===== config.mk =====
export PLATFORM = sky130hd
export DESIGN_NAME = assoc_cache
export DESIGN_NICKNAME = d
export VERILOG_FILES = /design/src/rtl/assoc_cache_pkg.sv /design/src/rtl/assoc_cache_way.sv /design/src/rtl/assoc_cache.sv
export SDC_FILE = /design/constraint.sdc
export NUM_CORES = 1
export LEC_CHECK = 0
export CELL_PAD_IN_SITES_DETAIL_PLACEMENT = 1
export CELL_PAD_IN_SITES_GLOBAL_PLACEMENT = 1
export CORE_AREA = 10 10 283 285
export CTS_CLUSTER_DIAMETER = 40
export DETAILED_ROUTE_END_ITERATION = 6
export DIE_AREA = 0 0 293 295
export DONT_BUFFER_PORTS = 1
export PLACE_DENSITY = 0.76
export SYNTH_ARGS = -nofsm -noshare
export SYNTH_HDL_FRONTEND = slang
export SYNTH_SLANG_ARGS = --single-unit

===== constraint.sdc =====
create_clock -name CLK -period 3.66 [get_ports CLK]
set_input_delay 0.366 -clock CLK [delete_from_list [all_inputs] [get_ports CLK]]
set_output_delay 0.366 -clock CLK [all_outputs]
set_load 0.05 [all_outputs]

===== src/rtl/assoc_cache_pkg.sv =====
// Shared types and helpers for the two-way set-associative cache.
package cache_pkg;

  // Controller states: lookup, waiting for a line refill, waiting for a write-through.
  typedef enum logic [1:0] {
    IDLE   = 2'd0,
    REFILL = 2'd1,
    WRITE  = 2'd2
  } cache_state_t;

  // Tag width left over after removing the set index and the byte offset.
  function automatic int tag_width(input int addr_width, input int set_address_width);
    return addr_width - set_address_width - 2;
  endfunction

  // Line image for the default geometry (32-bit address/data, 8 sets).
  localparam int LINE_DATA_WIDTH = 32;
  localparam int LINE_TAG_WIDTH  = tag_width(32, 3);

  typedef struct packed {
    logic                      valid;
    logic [LINE_TAG_WIDTH-1:0] tag;
    logic [LINE_DATA_WIDTH-1:0] data;
  } cache_line_t;

endpackage


===== src/rtl/assoc_cache_way.sv =====
// One way of the cache: valid/tag/data per set, combinational lookup,
// registered fill (whole line) and byte-merge (write hit) ports.
module cache_way #(
  parameter int DATA_WIDTH        = 32,
  parameter int TAG_WIDTH         = 27,
  parameter int SET_ADDRESS_WIDTH = 3
) (
  input  logic                         CLK,
  input  logic                         RST,
  input  logic [SET_ADDRESS_WIDTH-1:0] idx,
  input  logic                         fill,
  input  logic                         merge,
  input  logic [DATA_WIDTH/8-1:0]      be,
  input  logic [TAG_WIDTH-1:0]         wtag,
  input  logic [DATA_WIDTH-1:0]        wdata,
  output logic                         valid,
  output logic [TAG_WIDTH-1:0]         tag,
  output logic [DATA_WIDTH-1:0]        data
);

  localparam int SETS  = 2 ** SET_ADDRESS_WIDTH;
  localparam int BYTES = DATA_WIDTH / 8;

  logic [SETS-1:0]       valid_r;
  logic [TAG_WIDTH-1:0]  tag_r  [SETS];
  logic [DATA_WIDTH-1:0] data_r [SETS];

  assign valid = valid_r[idx];
  assign tag   = tag_r[idx];
  assign data  = data_r[idx];

  // Valid bits: cleared by reset, set when a line is filled.
  always_ff @(posedge CLK or posedge RST) begin
    if (RST) begin
      valid_r <= '0;
    end else if (fill) begin
      valid_r[idx] <= 1'b1;
    end else begin
      valid_r <= valid_r;
    end
  end

  // Tag/data storage is never reset; valid bits gate every use of it.
  always_ff @(posedge CLK) begin
    if (fill) begin
      tag_r[idx]  <= wtag;
      data_r[idx] <= wdata;
    end else if (merge) begin
      for (int b = 0; b < BYTES; b++) begin
        if (be[b]) begin
          data_r[idx][8*b +: 8] <= wdata[8*b +: 8];
        end
      end
    end
  end

endmodule


===== src/rtl/assoc_cache.sv =====
// Two-way set-associative, write-through, no-write-allocate cache with
// per-set LRU and a stall/acknowledge handshake towards main memory.
module assoc_cache #(
  parameter int DATA_WIDTH        = 32,
  parameter int ADDR_WIDTH        = 32,
  parameter int SET_ADDRESS_WIDTH = 3
) (
  input  logic                    CLK,
  input  logic                    RST,
  input  logic                    Req,
  input  logic [DATA_WIDTH/8-1:0] WE,
  input  logic [ADDR_WIDTH-1:0]   A,
  input  logic [DATA_WIDTH-1:0]   WD,
  output logic [DATA_WIDTH-1:0]   RD,
  output logic                    Stall,
  output logic                    MemReq,
  output logic [DATA_WIDTH/8-1:0] MemWE,
  output logic [ADDR_WIDTH-1:0]   MemA,
  output logic [DATA_WIDTH-1:0]   MemWD,
  input  logic [DATA_WIDTH-1:0]   MemRD,
  input  logic                    MemAck
);
  import cache_pkg::*;

  localparam int TAG_WIDTH = tag_width(ADDR_WIDTH, SET_ADDRESS_WIDTH);
  localparam int SETS      = 2 ** SET_ADDRESS_WIDTH;

  cache_state_t                 state_r;
  logic [SETS-1:0]              lru_r;
  logic [TAG_WIDTH-1:0]         tag_s;
  logic [SET_ADDRESS_WIDTH-1:0] set_s;
  logic                         unused_s;
  logic                         valid0_s, valid1_s;
  logic [TAG_WIDTH-1:0]         tag0_s, tag1_s;
  logic [DATA_WIDTH-1:0]        data0_s, data1_s;
  logic                         hit0_s, hit1_s, hit_s, is_write_s, victim_s;
  logic                         read_hit_s, fill_s, wr_done_s;

  assign tag_s    = A[ADDR_WIDTH-1:SET_ADDRESS_WIDTH+2];
  assign set_s    = A[SET_ADDRESS_WIDTH+1:2];
  assign unused_s = ^A[1:0];

  assign hit0_s     = valid0_s && (tag0_s == tag_s);
  assign hit1_s     = valid1_s && (tag1_s == tag_s);
  assign hit_s      = hit0_s || hit1_s;
  assign is_write_s = |WE;
  // Fill an empty way first; only evict when both are valid.
  assign victim_s   = !valid0_s ? 1'b0 : (!valid1_s ? 1'b1 : lru_r[set_s]);
  assign read_hit_s = (state_r == IDLE) && Req && !is_write_s && hit_s;
  assign fill_s     = (state_r == REFILL) && MemReq && MemAck;
  assign wr_done_s  = (state_r == WRITE) && MemReq && MemAck;

  cache_way #(.DATA_WIDTH(DATA_WIDTH), .TAG_WIDTH(TAG_WIDTH), .SET_ADDRESS_WIDTH(SET_ADDRESS_WIDTH)) u_way0 (
    .CLK(CLK), .RST(RST), .idx(set_s),
    .fill(fill_s && !victim_s), .merge(wr_done_s && hit0_s), .be(WE),
    .wtag(tag_s), .wdata(fill_s ? MemRD : WD),
    .valid(valid0_s), .tag(tag0_s), .data(data0_s)
  );

  cache_way #(.DATA_WIDTH(DATA_WIDTH), .TAG_WIDTH(TAG_WIDTH), .SET_ADDRESS_WIDTH(SET_ADDRESS_WIDTH)) u_way1 (
    .CLK(CLK), .RST(RST), .idx(set_s),
    .fill(fill_s && victim_s), .merge(wr_done_s && hit1_s), .be(WE),
    .wtag(tag_s), .wdata(fill_s ? MemRD : WD),
    .valid(valid1_s), .tag(tag1_s), .data(data1_s)
  );

  // CPU-side response: read data on a hit, stall while memory is outstanding.
  always_comb begin
    RD    = '0;
    Stall = 1'b0;
    case (state_r)
      IDLE: begin
        if (Req) begin
          if (is_write_s) begin
            Stall = 1'b1;
          end else if (hit_s) begin
            RD = hit0_s ? data0_s : data1_s;
          end else begin
            Stall = 1'b1;
          end
        end else begin
          Stall = 1'b0;
        end
      end
      REFILL:  Stall = 1'b1;
      WRITE:   Stall = !MemAck;
      default: Stall = 1'b0;
    endcase
  end

  // LRU bit names the way not most recently touched in each set.
  always_ff @(posedge CLK or posedge RST) begin
    if (RST) begin
      lru_r <= '0;
    end else if (read_hit_s || (wr_done_s && hit_s)) begin
      lru_r[set_s] <= hit0_s;
    end else if (fill_s) begin
      lru_r[set_s] <= !victim_s;
    end else begin
      lru_r <= lru_r;
    end
  end

  // Controller FSM with registered memory-side request outputs.
  always_ff @(posedge CLK or posedge RST) begin
    if (RST) begin
      state_r <= IDLE;
      MemReq  <= 1'b0;
      MemWE   <= '0;
      MemA    <= '0;
      MemWD   <= '0;
    end else begin
      case (state_r)
        IDLE: begin
          if (Req && is_write_s) begin
            state_r <= WRITE;
            MemReq  <= 1'b1;
            MemWE   <= WE;
            MemA    <= {A[ADDR_WIDTH-1:2], 2'b00};
            MemWD   <= WD;
          end else if (Req && !hit_s) begin
            state_r <= REFILL;
            MemReq  <= 1'b1;
            MemWE   <= '0;
            MemA    <= {A[ADDR_WIDTH-1:2], 2'b00};
          end
        end
        REFILL, WRITE: begin
          if (MemAck) begin
            state_r <= IDLE;
            MemReq  <= 1'b0;
          end
        end
        default: begin
          state_r <= IDLE;
          MemReq  <= 1'b0;
        end
      endcase
    end
  end

endmodule


# Yosys cells after proc, flatten, opt, wreduce, memory -nomap -nowiden
# Memories as Yosys holds them, arrays and structs flattened.
# Cells that the tools add are included.
# op_classes
reduce_logical	31
bitwise	10
n_eq_ne	6
magnitude_cmp	2
muxes	76
# op_table
op	count
32-bit 2-to-1 mux	8
8-bit 2-to-1 mux	10
27-bit equality test	2
1-bit 2-to-1 mux	44
1-bit logical AND	17
8-bit bitwise mux	2
8-bit bitwise OR	2
1-bit binary-select mux with 3-bit select	3
4-bit 2-to-1 mux	2
1-bit bitwise OR	8
2-bit 2-to-1 mux	3
2-bit AND reduction	3
1-bit zero test	4
3-bit by 4-bit < comparator with 1-bit output, second input constant	1
2-bit case mux with 2 select lines	1
2-bit nonzero test	2
4-bit OR reduction	1
1-bit demux with 3-bit select	1
3-bit by 1-bit >= comparator with 1-bit output, second input constant	1
3-bit by 1-bit != test with 1-bit output, second input constant	1
1-bit case mux with 3 select lines	1
2-bit by 1-bit equality test with 1-bit output, second input constant	1
2-bit equality test, second input constant	1
2-bit zero test	1
4 further kinds	5
# totals
reg_bits	95
output_inout_bits	102
word_cells	137
input_bits	104
mem_bits_rw	944
memories	4
# mem_list
name	words	width	rd	rd_ports_with_merged_regs	wr	line	rtl
u_way0.data_r	8	32	1	0	1	assoc_cache_way.sv:26	logic [DATA_WIDTH-1:0] data_r [SETS];
u_way1.data_r	8	32	1	0	1	assoc_cache_way.sv:26	
u_way0.tag_r	8	27	1	0	1	assoc_cache_way.sv:25	logic [TAG_WIDTH-1:0] tag_r [SETS];
u_way1.tag_r	8	27	1	0	1	assoc_cache_way.sv:25	

# Depth between registers and ports, before layout
# logic_depth
word_depth	9
mapped_depth	15
depth_no_buf	9

# Hierarchy
# Synthesis repeated with hierarchy kept, for this count alone.
# unflattened
cells_unflattened	2028
hier_area_um2	42101.6
# modules_own_cells
mod	seq_area_each_um2	cells_per_inst	area_per_inst_um2	n_inst
cache_way	14373.8	764	18570.3	2
assoc_cache	1926.8	500	4961.0	1

# Worst setup path before layout
# No wires, ideal clock.
# synth_path
path_kind	input to output
from	in A[2]
to	out RD[25]
required_ns	3.294
arrival_time_ns	3.642
n_path_buf	3
cell_stages	11
path_slack_ns	-0.348
path_cell_list	buf_2 buf_2 mux4_2 mux2i_1 xor2_1 nand4_1 nor4_1 nand4_1 buf_2 or4_1 a21oi_1
# synth_via
elab_chain_cells	8
elab_cells_between_ends	18
cone_classes	2 x eq/ne; 9 x mux; 3 x reduce/logical; 4 x memory
# synth_lines
element	line	rtl
start, declared	assoc_cache.sv:12	input logic [ADDR_WIDTH-1:0] A,
memory read 8 x 27 bit or 1-bit binary-select mux with 3-bit select (tied branches)	--	
27-bit equality test (tied with other cells)	assoc_cache.sv:43	assign hit0_s = valid0_s && (tag0_s == tag_s);
1-bit logical AND, on equally long branches	assoc_cache.sv:43, assoc_cache.sv:44	
32-bit 2-to-1 mux or 1-bit logical OR (tied branches)	assoc_cache.sv:77, assoc_cache.sv:45	
32-bit 2-to-1 mux *	assoc_cache.sv:76	end else if (hit_s) begin
32-bit 2-to-1 mux *	assoc_cache.sv:74	if (is_write_s) begin
32-bit 2-to-1 mux *	assoc_cache.sv:73	if (Req) begin
32-bit 2-to-1 mux *	assoc_cache.sv:71	case (state_r)
end, declared	assoc_cache.sv:14	output logic [DATA_WIDTH-1:0] RD,
# Every way passes the cells marked *; elsewhere a longest branch is shown, timed or not. The select of a mux whose other input is x is not followed.

# Worst setup path after layout
# layout_path
from	mem u_way0.tag_r[5][11]
to	out RD[31]
# layout_via
elab_chain_cells	8
elab_cells_between_ends	9
cone_classes	1 x eq/ne; 5 x mux; 2 x reduce/logical; 1 x memory
# layout_lines
element	line
start, declared	assoc_cache_way.sv:25
memory read 8 x 27 bit *	--
27-bit equality test *	assoc_cache.sv:43
1-bit logical AND *	assoc_cache.sv:43
32-bit 2-to-1 mux or 1-bit logical OR (tied branches)	assoc_cache.sv:77, assoc_cache.sv:45
32-bit 2-to-1 mux *	assoc_cache.sv:76
32-bit 2-to-1 mux *	assoc_cache.sv:74
32-bit 2-to-1 mux *	assoc_cache.sv:73
32-bit 2-to-1 mux *	assoc_cache.sv:71
# Every way passes the cells marked *; elsewhere a longest branch is shown, timed or not.

==> summary.txt <==
Routing
  • Post-DRT Antenna Nets: 0
  • Drt total wl: 137,800 um
  • Via count: 24,890
  • Drt first-iter violations: 3,149
  • DRC: 0
  • Drt pass-1 iters: 6
  • DR WL/cell: 37.78 um
  • Via density per instance: 6.823

Logic synthesis
  • Top-count cell post-synth: edfxtp_1
  • EDFF count, synth: 944
  • Synth Register Bits: 1,037
  • Syn avg cell area: 18.20 um^2
  • Register area share after synthesis: 75.58%
  • Top cells by count, synth: edfxtp_1 (944), o22ai_1 (159), nor2_1 (143)
  • Synth Instances: 2,230
  • Yosys top cell by area: edfxtp_1
  • Top-area cell type share of the netlist area: 69.85%
  • Synth warnings: 0
  • Distinct cells, synth: 62
  • Mapped Area: 40,590 um^2
  • Share of async-settable or async-resettable flops after synthesis: 8.968%
  • Synth top area cells: edfxtp_1 (70%), dfrtp_1 (5.7%), mux4_2 (5.5%)
  • Top FF cell, synth: edfxtp_1

Timing
  • Worst hold margin: 0.08574 ns
  • Worst Tran Pin Value: 0.9692 ns
  • Fin. Hold Viols: 0
  • Unrepaired setup endpoints after global routing: true
  • Slew HR: 35.18%
  • Max frequency: 225.1 MHz
  • Fin crit share: 121.4%
  • Clock skew: 0.03919 ns
  • Final Max Tran Viols: 0
  • Setup ws final: -0.7831 ns
  • Setup-failing EPs final: 82
  • Minimum clock period: 4.443 ns

Clocking
  • H-Tree Depth: 4
  • CTS tree: done
  • Clock Latency Late Sink: 0.76 ns
  • CTS clk-pin slew, worst paths: 0.06 ns
  • Max clock buf depth: 3
  • Clock sinks: 1,037
  • Cell chosen for the clock root: clkbuf_16
  • CTS Buf Count: 137

Min path
  • Hold WC Path Type: in2reg
  • Hold_sp: WE[0]
  • Hold EP: u_way1.data_r[0][7]$_DFFE_PP_
  • WHS Path Cells: 2

Critical path
  • Worst path cell trace: mux4_2 > mux2i_4 > xnor2_2 > nand4_1 > nor2_2 > buf_6 > nand4_1 > buf_12 > buf_12 > buf_8 > a211o_1 > a21oi_2 > buf_4 > buf_8
  • Slowest stage delay, CP: 0.52 ns
  • Reg-to-reg endpoint: u_way0.data_r[5][24]$_DFFE_PP_
  • Cell family with most CP delay: buffers and inverters
  • CP bufs+invs: 6
  • Crit path DAT: 4.08 ns
  • Startpoint Class: register
  • Setup CP Type: reg2out
  • Crit. End Element: output pin
  • FF-to-FF path depth: 15
  • CP max FO: 6
  • Worst Path Required: 3.29 ns
  • Reg2Reg Setup Slack: -0.04 ns
  • FF-to-FF Start: u_way0.tag_r[5][11]$_DFFE_PP_
  • Crit-path slowest cell: mux4_2

Global routing
  • Initial antenna violation count: 5
  • Grt ovf: 0
  • Largest net degree at the start of global routing: 216
  • Tot GR Track Use: 31.10%
  • Global-route wire length before repair: 193,400 um
  • Vias in the first global route: 26,740

Placement
  • Hpwl dp: 68,750 um
  • Post-Place Cells: 3,297
  • IO buf count: 0
  • Dpl cell area: 43,910 um^2
  • Gpl congestion: 0.8046

Pwr
  • Int Pwr: 22.68 mW
  • Static Leak: 17.20 nW
  • Clock power frac: 45.2%
  • Gate power share: 6.6%
  • Switching Share: 27.29%
  • Switching pwr: 8.512 mW
  • IR drop worst, VDD: 0.7577 mV
  • Tot Pwr: 31.19 mW
  • Flop pwr share: 48.2%
  • PD cells: 617.7 nW/um^2

Layout
  • Syn-to-layout area delta: 24.42%
  • Layout cells sized above 1: 33.94%
  • Fillers: 6,008
  • Post-layout net count: 2,668
  • Post-Layout Cell Count: 3,648
  • Fin util: 68.06%
  • Design Area, Final: 50,490 um^2

Die
  • Die footprint: 86,440 um^2
  • Initial core utilization: 54.70%
  • Die width: 293 um
  • # IOs: 206
  • CORE AREA: 74,200 um^2
  • Cell Rows: 100
  • Die Height: 295 um

Status
  • Failing checks: setup timing
  • Status: complete, but fails checks

Job
  • Max-capacitance violation count: 0
[layout make-up]
type                       count  area (um^2)  area share, %
antenna                        7        17.52        0.03469
clock buffer                 152         3588          7.107
clock inverter                99         1127          2.233
inverter                      16        62.56         0.1239
multi-input combinational   1053        10140          20.09
sequential                  1037        30670          60.75
tap                          969         1212          2.401
timing repair buffer         315         3670          7.268
[how the worst max path moves through the flow]
stage | endpoint | cells after the start | start
6_report | RD[31] | 14 | u_way0.tag_r[5][11]$_DFFE_PP_
5_1_grt | RD[31] | 14 | u_way0.tag_r[5][11]$_DFFE_PP_
4_1_cts | RD[20] | 13 | u_way0.tag_r[5][21]$_DFFE_PP_
3_5_place_dp | RD[24] | 11 | A[2]
3_3_place_gp | RD[24] | 11 | A[2]
2_1_floorplan | RD[18] | 12 | A[2]
[sequential cells by signal (all words and copies together), names as in the netlist, 2 cells and up]
signal / cells
MemWD: 32
u_way0.data_r: 256
lru_r: 8
u_way0.tag_r: 216
u_way1.data_r: 256
u_way1.valid_r: 8
MemA: 30
u_way0.valid_r: 8
state_r: 2
u_way1.tag_r: 216
MemWE: 4
[timing repair]
item,4_1_cts,5_1_grt
setup buffers,16,6
resized for setup,100,100
gates cloned,6,0
hold buffers,68,1
endpoints found under the hold margin,551,17
setup endpoints to repair,247,475
pin swaps,47,32
[placed cells by master (no fill, tap or decap), types with 11 or more instances in the layout]
master         count
edfxtp_1         944
o22ai_1          159
clkbuf_16        140
buf_4            134
mux2_2           128
mux4_2           100
dfrtp_1           93
mux2i_1           75
dlygate4sd3_1     69
buf_12            67
nor2_1            54
nor2_4            46
o221ai_1          44
nor2_2            43
nand2_1           40
xor2_1            40
buf_6             31
mux2_4            28
nand3_1           25
a21oi_1           25
o21ai_0           22
inv_6             19
or2_2             18
clkinv_1          18
bufinv_16         18
a21oi_4           17
clkinv_4          15
inv_1             13
nand4_1           13
nor3_1            13
clkinv_2          13
a31oi_1           12
o22a_1            11
[logic make-up after synthesis]
kind of cell / after synthesis / synth area share [%]
AO/OA/AOI/OAI: 342 / 5.679
XOR/XNOR: 51 / 1.101
adder cells (fa/ha/maj): 4 / 0.1233
buffers and inverters: 141 / 1.656
flip-flops: 1037 / 75.58
multiplexers: 337 / 12.12
other: 1 / 0.009240
AND/OR/NAND/NOR: 317 / 3.736
[routing by layer]
layer	up-vias	wire length (um)	track usage, %	share of wire, %
met4	0	7639	16.52	5.5
met3	443	12340	7.043	9.0
li1	9700	-	-	-
met5	-	0	0	0
met1	12930	47650	36.53	35
met2	1820	70180	53.13	51
[through the flow]
stage,setup TNS (ns),worst slack [ns]
global placement,-9.572,-0.4229
floorplan,-19.36,-0.2553
finish,-22.00,-0.7831
detailed placement,-13.97,-0.4038
CTS,-18.80,-0.6750
global route,-30.90,-0.8157
[power by group through the flow]
stage,Sequential [mW],Combinational (mW),Clock (mW)
2_1_floorplan,15.1,1.32,0
3_3_place_gp,15.3,1.63,0
3_5_place_dp,15.3,1.71,0
4_1_cts,15.1,1.93,13.9
5_1_grt,15.1,2.14,14.6
6_report,15.0,2.05,14.1
No activity file was read; power rests on OpenSTA's default activity.
==> edit, RTL diff (config.mk and constraints unchanged) <==
Make the reset (`RST`) synchronous in 3 clocked blocks.
--- a/src/rtl/assoc_cache_way.sv
+++ b/src/rtl/assoc_cache_way.sv
@@ -32,3 +32,3 @@
   // Valid bits: cleared by reset, set when a line is filled.
-  always_ff @(posedge CLK or posedge RST) begin
+  always_ff @(posedge CLK) begin
     if (RST) begin
--- a/src/rtl/assoc_cache.sv
+++ b/src/rtl/assoc_cache.sv
@@ -91,3 +91,3 @@
   // LRU bit names the way not most recently touched in each set.
-  always_ff @(posedge CLK or posedge RST) begin
+  always_ff @(posedge CLK) begin
     if (RST) begin
@@ -104,3 +104,3 @@
   // Controller FSM with registered memory-side request outputs.
-  always_ff @(posedge CLK or posedge RST) begin
+  always_ff @(posedge CLK) begin
     if (RST) begin
Function: changed (Yosys sat finds a counterexample within 4 cycles, from zero or initial values and one cycle with RST high; the reset may be asserted at any time).
==> edit against the unedited design <==
The run still ends with negative setup slack left. Register-to-register slack lost 0.33 ns. Power down 2.9%. Worst setup slack got worse by 0.29 ns. Area after synthesis rose by 2.4%. Sequential cell count is the same. Design area is 5.1% higher. Synthesized cell count rose by 22%. Combinational power is 8% lower. Routed wire length is 33% higher. Critical path type is now input port to primary output. Highest routed layer is now met5.
==> edit: results (changes against the unedited design) <==
Setup path
  – Cell type group with the largest total delay on the critical path: simple AND/OR/NAND/NOR gates (was buffers and inverters)
  – Crit path arrival time: 4.37 ns (was 4.08 ns)
  – Slowest cell delay on critical path: 0.56 ns (was 0.52 ns)
  – R2r endpoint: u_way0.data_r[1][15]$_DFFE_PP_ (was u_way0.data_r[5][24]$_DFFE_PP_)
  – CP max-delay cell: sky130_fd_sc_hd__or4_4 (was sky130_fd_sc_hd__mux4_2)
  – Critical Path Fanout Max: 257 (was 6)

Cells and area
  – Net total in the final layout: 3211 (was 2668)
  – Buffering overhead: 0.08911 (was 0.07268)
  – Antenna diodes: 8 (was 7)
  – Number of ordinary and repair buffers in the finished layout: 426 (was 315)
  – Proportion of cell area occupied by registers: 0.5692 (was 0.6075)
  – Inverters, non-clock: 19 (was 16)
  – Number of multi-input combinational cells in the layout: 1481 (was 1053)
  – Layout cells sized above 1: 0.3136 (was 0.3394)

Timing
  – Setup violators final: 689 (was 82)
  – Final worst slack: -1.075 ns (was -0.7831 ns)

Synthesis
  – Synth Area in Adders: 0.001205 (was 0.001233)
  – Top cells by instance count after synthesis: 944 x sky130_fd_sc_hd__edfxtp_1, 212 x sky130_fd_sc_hd__nor2_1, 208 x sky130_fd_sc_hd__o22ai_1 (was 944 x sky130_fd_sc_hd__edfxtp_1, 159 x sky130_fd_sc_hd__o22ai_1, 143 x sky130_fd_sc_hd__nor2_1)
  – Distinct cell type count after synthesis: 72 (was 62)
  – Post-synthesis compound-gate area fraction: 0.08508 (was 0.05679)
  – Proportion of synthesized flip-flops having asynchronous set or reset: 0 (was 0.08968)

Place
  – Inst Count DP: 3828 (was 3297)
  – Final HPWL DP: 83790 um (was 68750 um)
  – Final GP Congestion: 0.8583 (was 0.8046)

Power and ir drop
  – Worst vdd rail ir drop: 0.4866 mV (was 0.7577 mV)
  – Cell leakage power: 18.00 nW (was 17.20 nW)

Global routing
  – Vias in the first global route: 32112 (was 26741)

Run status
  – Violated checks: negative setup slack (unchanged)
  – Run status: finished, violations left (unchanged)

Hold path
  – Hold Path End: MemA[9]$_SDFFE_PP0P_ (was u_way1.data_r[0][7]$_DFFE_PP_)

Route
  – Routed WL per cell: 43.78 um (was 37.78 um)
[edit: changes by cell type in the layout (fill, tap and decap cells not counted), sizes merged, moves of 29 or more]
cell / change
dfxtp: +93
and3: +33
nand3: +43
a21oi: +83
nor2: +69
mux2i: +29
buf: +113
mux4: -57
nand2: +98
dfrtp: -93
o22ai: +48
[edit: routing by layer]
layer	vias up	global-route usage	wire length [um]
li1	11560	-	-
met5	-	0	157
met1	15756	0.4411	58440
met3	1106	0.1026	22680
met2	3428	0.6380	85000
met4	8	0.2695	17340
[edit: timing repair]
| item | in CTS | in global routing |
|---|---|---|
| endpoints found under the setup margin | 536 | 586 |
| cloned | 3 | 2 |
| hold buffers | 69 | 0 |
| gates resized for setup | 202 | 87 |
| setup buffers | 21 | 14 |
| endpoints found under the hold margin | 512 | 0 |
| pin swaps | 40 | 41 |
[edit: metrics by stage]
step,util,TNS (ns),cell area [um2]
2_1_floorplan,-,-2.986,42160
3_3_place_gp,0.6172,-6.004,45790
3_5_place_dp,0.6172,-46.33,45790
4_1_cts,0.7086,-94.65,52580
5_1_grt,0.7151,-154.88,53060
6_report,0.7153,-164.73,53070
[edit: power breakdown]
| group | leakage, nW | switching [mW] | internal (mW) |
|---|---|---|---|
| clock network | 2.35 | 6.25 | 8.75 |
| registers | 9.25 | 0.395 | 13.0 |
| logic | 6.41 | 1.25 | 0.631 |
[edit: how the worst max path moves through the flow]
stage                         to                          start  slack [ns]  depth (start not counted)
after floorplan           RD[14]                           A[2]       -0.39                         12
after global placement    RD[10]                           A[4]       -0.24                         13
after detailed placement  RD[10]                           A[4]       -0.33                         13
after CTS                 RD[14]  u_way0.tag_r[3][11]$_DFFE_PP_       -0.90                         10
after global routing      RD[14]   u_way0.tag_r[0][8]$_DFFE_PP_       -1.10                         10
final                     RD[14]                           A[4]       -1.08                         11
